**config.mk**
```make
export PLATFORM = sky130hd
export DESIGN_NAME = c7bicu_ctl
export DESIGN_NICKNAME = d
export VERILOG_FILES = /design/src/rtl/c7bicu_ctl.sv
export SDC_FILE = /design/constraint.sdc
export NUM_CORES = 1
export LEC_CHECK = 0
export CORE_AREA = 3 3 69 87
export DETAILED_ROUTE_END_ITERATION = 7
export DIE_AREA = 0 0 72 90
export DONT_BUFFER_PORTS = 1
export GPL_ROUTABILITY_DRIVEN = 0
export HOLD_SLACK_MARGIN = 0.15
export PLACE_DENSITY = 0.63
export SLEW_MARGIN = 20
export SYNTH_ARGS = -nofsm -noshare
export SYNTH_HDL_FRONTEND = slang
export SYNTH_SLANG_ARGS = --single-unit
```
**constraint.sdc**
```tcl
create_clock -name clk -period 1.6 [get_ports clk]
set_input_delay 0.32 -clock clk [delete_from_list [all_inputs] [get_ports clk]]
set_output_delay 0.32 -clock clk [all_outputs]
set_load 0.1 [all_outputs]
```
**src/rtl/c7bicu_ctl.sv**
```systemverilog
// c7bicu_ctl: IFU->ICU fetch responder that turns each accepted fetch into one AR/R read on the BIU.
// Ports:
//   clk, resetn                       clock, asynchronous active-low reset
//   ifu_icu_req_ic1/addr_ic1          level fetch request and address from the IFU
//   icu_ifu_ack_ic1                   one-cycle accept pulse
//   icu_ifu_data_valid_ic2/data/err   one-cycle data-valid with held instruction word and bus error
//   icu_biu_ar*/biu_icu_arready       read address channel
//   icu_biu_rready/biu_icu_r*         read data channel
//   icu_inv                           invalidate the line buffer
// Optional: define C7BICU_LBUF_EN for a one-entry line buffer that serves repeat fetches without bus traffic.
module c7bicu_ctl #(
  parameter int ADDR_W = 32,
  parameter int DATA_W = 32
) (
  input  logic              clk,
  input  logic              resetn,
  input  logic              ifu_icu_req_ic1,
  input  logic [ADDR_W-1:0] ifu_icu_addr_ic1,
  output logic              icu_ifu_ack_ic1,
  output logic              icu_ifu_data_valid_ic2,
  output logic [DATA_W-1:0] icu_ifu_data_ic2,
  output logic              icu_ifu_err_ic2,
  output logic              icu_biu_arvalid,
  output logic [ADDR_W-1:0] icu_biu_araddr,
  input  logic              biu_icu_arready,
  output logic              icu_biu_rready,
  input  logic              biu_icu_rvalid,
  input  logic [DATA_W-1:0] biu_icu_rdata,
  input  logic [1:0]        biu_icu_rresp,
  input  logic              icu_inv
);
  typedef enum logic [2:0] {IDLE, ACK, AR, R, RSP} state_t;
  state_t state_q, state_d;
  logic [ADDR_W-1:0] addr_q, addr_d;
  logic [DATA_W-1:0] data_q, data_d;
  logic err_q, err_d;
  logic hit;
  logic [DATA_W-1:0] hit_data;
  logic capture;
  assign capture = state_q == R && biu_icu_rvalid;
`ifdef C7BICU_LBUF_EN
  logic lb_vld_q;
  logic [ADDR_W-3:0] lb_tag_q;
  logic [DATA_W-1:0] lb_data_q;
  assign hit = lb_vld_q && lb_tag_q == addr_q[ADDR_W-1:2];
  assign hit_data = lb_data_q;
  // Error captures invalidate instead of filling; inv wins over a same-cycle fill.
  always_ff @(posedge clk or negedge resetn) begin
    if (!resetn) begin
      lb_vld_q  <= 1'b0;
      lb_tag_q  <= '0;
      lb_data_q <= '0;
    end else begin
      if (capture) lb_vld_q <= !biu_icu_rresp[1];
      if (capture && !biu_icu_rresp[1]) begin
        lb_tag_q  <= addr_q[ADDR_W-1:2];
        lb_data_q <= biu_icu_rdata;
      end
      if (icu_inv) lb_vld_q <= 1'b0;
    end
  end
`else
  logic unused_inv;
  assign unused_inv = icu_inv;
  assign hit = 1'b0;
  assign hit_data = '0;
`endif
  logic unused_rresp;
  assign unused_rresp = biu_icu_rresp[0];
  always_comb begin
    state_d = state_q;
    case (state_q)
      IDLE: state_d = ifu_icu_req_ic1 ? ACK : IDLE;
      ACK:  state_d = hit ? RSP : AR;
      AR:   state_d = biu_icu_arready ? R : AR;
      R:    state_d = biu_icu_rvalid ? RSP : R;
      default: state_d = IDLE;
    endcase
    addr_d = state_q == IDLE && ifu_icu_req_ic1 ? ifu_icu_addr_ic1 : addr_q;
    data_d = capture ? biu_icu_rdata : state_q == ACK && hit ? hit_data : data_q;
    err_d  = capture ? biu_icu_rresp[1] : state_q == ACK && hit ? 1'b0 : err_q;
  end
  always_ff @(posedge clk or negedge resetn) begin
    if (!resetn) begin
      state_q <= IDLE;
      addr_q  <= '0;
      data_q  <= '0;
      err_q   <= 1'b0;
    end else begin
      state_q <= state_d;
      addr_q  <= addr_d;
      data_q  <= data_d;
      err_q   <= err_d;
    end
  end
  assign icu_ifu_ack_ic1        = state_q == ACK;
  assign icu_ifu_data_valid_ic2 = state_q == RSP;
  assign icu_ifu_data_ic2       = data_q;
  assign icu_ifu_err_ic2        = err_q;
  assign icu_biu_arvalid        = state_q == AR;
  assign icu_biu_araddr         = addr_q;
  assign icu_biu_rready         = state_q == R;
endmodule

```
== Word-level counts from Yosys, hierarchy flattened ==
Cells that the tools add are included.

* Bits in registers: 68
* Input port bits: 72
* Output and inout bits: 69
* Word-level logic and storage cells: 15

* Equality and inequality tests: 4
* Multiplexer cells: 4
* Reductions and logical operators: 3

{| class="wikitable"
|+ Operators with widths
! cell !! count
|-
| 3-bit case mux with 4 select lines || 1
|-
| 3-bit by 2-bit == test with 1-bit output, second input constant || 2
|-
| 3-bit by 1-bit == test with 1-bit output, second input constant || 1
|-
| 3-bit == test, second input constant || 1
|-
| 3-bit zero test || 1
|-
| 3-bit 2-to-1 mux || 1
|-
| 1-bit logical AND || 2
|-
| 1-bit 2-to-1 mux || 2
|}

== Depth between registers and ports, before layout ==
Gate-level depths: netlist of the first run.

* Word-level depth: 2
* Mapped depth: 4
* Depth with buffers taken out: 3

== Worst setup path before layout of the first run ==
Ideal clock, no wire load.

* Kind: register to output
* Start point: register state_q[0]
* End point: output icu_biu_rready
* Arrival: 2788 ps
* Required time: 1280 ps
* Slack: -1508 ps
* Cell stages (with the launch flop): 4
* Buffers on the path: 1
* Cells stage by stage: dfrtp_1 > buf_2 > inv_1 > nor3b_1

* Cells in the longest elaborated chain, start to end: 1

{| class="wikitable"
|+ Ends and longest elaborated chain
! what !! line !! RTL
|-
| from (decl) || 33 || <nowiki>state_t state_q, state_d;</nowiki>
|-
| from (signal assigned) || 90 || <nowiki>state_q <= state_d;</nowiki>
|-
| 3-bit by 2-bit == test with 1-bit output || 102 || <nowiki>assign icu_biu_rready = state_q == R;</nowiki>
|-
| to (decl) || 26 || <nowiki>output logic icu_biu_rready,</nowiki>
|}

No other way between the ends.

== Final worst setup path of the first run ==
* Start point: register state_q[1]
* End point: output icu_ifu_data_valid_ic2

* Cells in the longest elaborated chain, start to end: 1

{| class="wikitable"
|+ Ends and longest elaborated chain
! what !! line !! RTL
|-
| 3-bit == test || 97 || <nowiki>assign icu_ifu_data_valid_ic2 = state_q == RSP;</nowiki>
|-
| to (decl) || 20 || <nowiki>output logic icu_ifu_data_valid_ic2,</nowiki>
|}

No other way between the ends.

==> results.py, run 1 <==
metrics = {
    "logic_synthesis": {
        "synth_area_per_cell_sq_um": 16.8,
        "yosysWarnings": 0,
        "syn-num-nets": 228,
        "synth.ff_latch_count": 68,
        "synth_cell_type_count": 14,
        "yosysSeqAreaShare_pct": 64.9,
        "synthesis.area_sq_um": 2620,
        "netlist_instances": 156,
    },
    "floorplan": {
        "start_util_pct": 50.5,
        "die_y_microns": 90,
        "core_sq_um": 5190,
        "die_w_microns": 72,
        "dieArea_sq_um": 6480,
        "std_cell_rows": 29,
        "pin_count": 141,
    },
    "final_layout": {
        "n_fill_cell": 232,
        "fin_cells": 378,
        "seq_area_sq_um": 1700,
        "drive_gt1_share_pct": 54.6,
        "stdcell_area_sq_um": 4410,
        "nets": 382,
        "area_growth_pct": 68.4,
        "multiInputGateArea_sq_um": 1000,
    },
    "routing": {
        "drt-initial-drc-count": 120,
        "drt_pass1_iterations": 4,
        "via_count": 1977,
        "routed_via_density": 5.23,
        "ant_nets": 0,
        "remaining_drc_errors": 0,
        "routed_wl_microns": 8380,
        "wl_per_cell_microns": 22.2,
    },
    "min_path": {
        "hold_class": "input port to asynchronous set/reset pin",
    },
    "worst_setup_path": {
        "cp-start-kind": "flip-flop",
        "required_ns": 1.28,
        "critical_path.max_fanout": 6,
        "crit_type": "flip-flop to output pin",
        "cp_slowest_cell": "dfrtp_2",
        "cp.arrival_ns": 1.35,
        "end_kind": "output pin",
        "cp_cell_sequence": "buf_6 -> nor3b_4 -> buf_12",
        "max_stage_delay_ns": 0.43,
    },
    "timing": {
        "setup_ws_ns": -0.0700,
        "slew_viol_final": 0,
        "skew_ns": 0.0113,
        "max_freq_mhz": 599,
        "rsz0062_at_grt": "yes",
        "min_period_over_period_pct": 104,
        "setup_tns_ns": -1.15,
        "hold-worst-slack_ns": -0.329,
        "maxSlewHeadroom_pct": 79.8,
        "setup_viol": 33,
        "finalHoldViolCount": 68,
        "fin_crit_ns": 1.67,
        "tightest_slew_ns": 0.303,
    },
    "placement": {
        "dp_slack_ns": 0.0811,
        "hpwlAfterDp_microns": 4160,
        "placed_cell_area_sq_um": 3300,
        "dp_cells": 284,
        "numPortBuffers": 0,
    },
    "run_status": {
        "status": "finished with violations",
        "violations": "negative hold slack, negative setup slack",
    },
    "grt": {
        "grt_pass1_wl_microns": 10300,
        "grt-ovfl-total": 0,
        "grt_pass1_vias": 2109,
        "track_usage_pct": 20.8,
        "grt_max_degree": 69,
        "antenna_found_initial": 1,
    },
    "cts": {
        "root_buffer": "clkbuf_8",
        "clk_pin_slew_ns": 0.07,
        "numCtsBuffers": 9,
        "clk_latency_ns": 0.33,
        "cts_max_level": 3,
        "cts_tree": "done",
        "cts_sinks": 68,
        "clk_path_buf_depth": 2,
    },
    "flow_run": {
        "cap_violations": 0,
    },
}
-- logic make-up (layout without fill, tap and decap cells) --
group / count (synthesis) / in the layout / synth area share [%]
AOI/OAI and AO/OA: 5 / 5 / 1.19
buffers and inverters: 11 / 170 / 3.20
DFF: 68 / 68 / 64.9
muxes: 65 / 65 / 27.9
other: 0 / 1 / 0
and+or+nand+nor: 7 / 7 / 2.77
-- layout make-up --
cell class | count | area share [%]
Antenna cell | 1 | 0.0567
Sequential cell | 68 | 38.6
Multi-Input combinational cell | 77 | 22.7
Inverter | 2 | 0.284
Timing Repair Buffer | 152 | 32.5
Clock inverter | 1 | 0.113
Clock buffer | 15 | 4.00
Tap cell | 62 | 1.76
-- synthesized netlist by cell type, drive strengths merged --
cell / count / area share (%)
a211oi: 1 / 0.29
a21oi: 2 / 0.38
a31oi: 1 / 0.24
buf: 9 / 2.9
dfrtp: 68 / 65
inv: 2 / 0.29
mux2: 65 / 28
nand4b: 1 / 0.57
nor2b: 1 / 0.24
nor3: 1 / 0.19
nor3b: 3 / 0.86
nor4b: 1 / 0.91
o21bai: 1 / 0.29
-- worst paths after layout --
| check | startpoint | endpoint | slack, ns | cells past startpoint |
|---|---|---|---|---|
| worst min register to register | icu_ifu_data_ic2[12] | icu_ifu_data_ic2[12] | 0.51 | 1 |
| worst min-delay path | resetn | icu_biu_araddr[7] | -0.33 | 0 |
| worst max-delay path | state_q[1] | icu_ifu_data_valid_ic2 | -0.07 | 3 |
| min in group clk | ifu_icu_req_ic1 | state_q[0] | 0.21 | 2 |
| worst max register to register | state_q[1] | icu_biu_araddr[18] | -0.06 | 5 |
| max in group asynchronous | resetn | state_q[1] | 1.80 | 0 |
-- per-stage QoR --
step | hold WS (ns) | util [%]
2_1_floorplan | 0.0244 | -
3_3_place_gp | 0.0260 | 63.6
3_5_place_dp | 0.0258 | 63.6
4_1_cts | -0.338 | 80.2
5_1_grt | -0.343 | 85.0
6_report | -0.329 | 85.0
-- metal layers --
| layer | vias up | GRT usage (%) | wire length [microns] |
|---|---|---|---|
| li1 | 856 | - | - |
| met1 | 983 | 21.9 | 2860 |
| met2 | 113 | 37.3 | 4600 |
| met3 | 25 | 6.81 | 628 |
| met4 | 0 | 8.62 | 283 |
| met5 | - | 0 | 0 |
-- registers in the layout (all words and copies together), names as in the netlist --
name,flops
state_q,3
icu_ifu_err_ic2,1
icu_ifu_data_ic2,32
icu_biu_araddr,32
-- critical path: cells and delay by family (launching register included) --
family        cells  cell delay [ns]
flops             1             0.43
buf+inv           2             0.36
simple gates      1             0.23
-- what timing repair did --
action                     CTS  global route
gates cloned                 0             3
buffers inserted             4             4
setup endpoints to repair    4            36
resized for setup            4            36
hold buffers                64             2
hold endpoints to repair   132            70
pin swaps                    3             3
-- cells in the final DEF, fill, tap and decap left out, drive strengths merged --
cell type,instances
buf,84
a211oi,1
a21oi,2
nand4b,1
o21bai,1
nor4b,1
mux2,65
dfrtp,68
clkinv,1
diode,1
nor3b,3
dlygate4sd3,66
clkbuf,17
nor2b,1
inv,2
a31oi,1
nor3,1
Power of run 1 is left out: the tool's default activity adds up to more than one toggle a clock period on the data nets, which glitch-free logic cannot reach.
==> inputs of run 2 (changes only) <==
Settings changed: GPL_ROUTABILITY_DRIVEN 0 to unset.
==> results of run 2 <==
The final DEF is identical to that of run 1; final timing and power are the same.
Power of run 2 is left out for the same reason.
==> inputs of run 3 (changes only) <==
Settings changed: CORE_AREA 3 3 69 87 to 2 2 68 86, DIE_AREA 0 0 72 90 to 0 0 70 88.
==> run 3 against run 2 <==
  * The run still ends with negative hold slack, negative setup slack left
  * Global-route usage is 1.3 points higher
  * Final area is 1.5% lower
  * Sequential share of layout area is 0.60 points higher
  * Register-to-register slack worse by 0.03 ns
  * Utilization is 3.5 points lower
  * Highest routed layer unchanged
  * Cell count is 0.26% higher
  * Largest cell class unchanged
  * Critical path depth is 2 higher
  * Worst setup slack worse by 0.016 ns
  * Die area is 4.9% lower
==> results.py, run 3 (synthesis results as in run 1) <==
metrics = {
    "worst_setup_path": {
        "cp.arrival_ns": 1.90,
        "required_ns": 1.81,
        "end_kind": "flip-flop",
        "cp_slowest_cell": "dfrtp_2",
        "cp_cell_sequence": "buf_4 -> nor4b_4 -> buf_4 -> clkbuf_16 -> mux2_2",
        "crit_top_cell": "buf_4",
        "ff2ff_path_depth": 5,
        "critical_path.max_fanout": 7,
        "cp-start-kind": "flip-flop",
        "max_stage_delay_ns": 0.44,
        "crit_type": "flip-flop to flip-flop",
    },
    "run_status": {
        "status": "finished with violations",
        "violations": "negative hold slack, negative setup slack",
    },
    "timing": {
        "tightest_slew_ns": 0.302,
        "hold-worst-slack_ns": -0.324,
        "max_freq_mhz": 593,
        "rsz0062_at_grt": "yes",
        "finalHoldViolCount": 68,
        "slew_viol_final": 0,
        "setup_viol": 36,
        "setup_tns_ns": -1.81,
        "maxSlewHeadroom_pct": 79.9,
        "skew_ns": 0.00861,
        "min_period_over_period_pct": 105,
        "fin_crit_ns": 1.69,
        "setup_ws_ns": -0.0857,
    },
    "routing": {
        "drt-initial-drc-count": 77,
        "drt_pass1_iterations": 4,
        "ant_nets": 0,
        "wl_per_cell_microns": 18.6,
        "routed_via_density": 4.96,
        "remaining_drc_errors": 0,
        "routed_wl_microns": 7040,
        "via_count": 1880,
    },
    "final_layout": {
        "fin_cells": 379,
        "antenna_cells": 0,
        "drive_gt1_share_pct": 55.2,
        "layout_commonest_cell": "buf_4",
        "area_growth_pct": 65.8,
        "stdcell_area_sq_um": 4350,
        "final_cell_mix": "buf_4, dfrtp_1, dlygate4sd3_1, mux2_2, clkbuf_8",
        "nets": 382,
    },
    "min_path": {
        "hold_class": "input port to asynchronous set/reset pin",
    },
    "placement": {
        "numPortBuffers": 0,
        "hpwlAfterDp_microns": 3890,
        "placed_cell_area_sq_um": 3320,
        "place.gp.congestion": 0.752,
        "dp_slack_ns": 0.0282,
        "dp_cells": 287,
    },
    "floorplan": {
        "die_y_microns": 88,
        "pin_count": 141,
        "die_w_microns": 70,
        "start_util_pct": 49.2,
        "std_cell_rows": 30,
        "core_sq_um": 5330,
        "dieArea_sq_um": 6160,
    },
    "grt": {
        "grt_pass1_vias": 2076,
        "grt_max_degree": 69,
        "antenna_found_initial": 0,
        "grt-ovfl-total": 0,
        "grt_pass1_wl_microns": 10300,
        "track_usage_pct": 22.2,
    },
    "cts": {
        "cts_sinks": 68,
        "clk_pin_slew_ns": 0.08,
        "clk_path_buf_depth": 2,
        "clk_latency_ns": 0.33,
        "cts_max_level": 3,
        "numCtsBuffers": 9,
        "root_buffer": "clkbuf_8",
        "cts_tree": "done",
    },
    "flow_run": {
        "cap_violations": 0,
    },
}
-- run 3: worst paths after layout --
path | slack [ns] | to | startpoint
hold / removal | -0.32 | icu_biu_araddr[29] | resetn
hold reg to reg | 0.51 | icu_biu_araddr[3] | icu_biu_araddr[3]
setup reg to reg | -0.09 | icu_biu_araddr[14] | state_q[1]
max in group asynchronous | 1.81 | icu_ifu_data_ic2[30] | resetn
setup / recovery | -0.09 | icu_biu_araddr[14] | state_q[1]
min in group clk | 0.16 | icu_ifu_data_ic2[30] | biu_icu_rdata[30]
-- run 3: metrics by stage --
| stage | utilization (%) | hold WS, ns |
|---|---|---|
| 6_report | 81.5 | -0.324 |
| 5_1_grt | 81.5 | -0.346 |
| 4_1_cts | 79.6 | -0.332 |
| 3_5_place_dp | 62.3 | 0.0261 |
| 3_3_place_gp | 62.3 | 0.0259 |
| 2_1_floorplan | - | 0.0244 |
-- run 3: final cells by class --
cell class                 instances  area (sq um)
sequential                        68          1700
multi-input combinational         77           892
clock inverter                     4          72.6
fill                             282           985
inverter                           2          12.5
clock buffer                      12           145
timing repair buffer             152          1440
tap                               64          80.1
-- run 3: repair_timing --
action                                  4_1_cts  5_1_grt
endpoints found under the hold margin       132       69
resized for setup                             6        4
pin swaps                                     3        3
endpoints found under the setup margin        4       34
cloned                                        0        3
buffers inserted                              6        2
hold buffers                                 64        1
-- run 3: metal layers --
metal  up-vias  wire length, microns  global-route usage, %
li1        855                     -                      -
met1       924                  2500                   23.8
met2        93                  3940                   40.6
met3         8                   521                   6.67
met4         0                    78                   9.62
met5         -                     0                      0
-- run 3: worst max-delay path, delay by kind of cell, from the launching register on --
family | cells | cell delay (ns)
and+or+nand+nor | 1 | 0.29
DFF | 1 | 0.44
muxes | 1 | 0.32
buffers and inverters | 3 | 0.50
Power of run 3 is left out for the same reason.
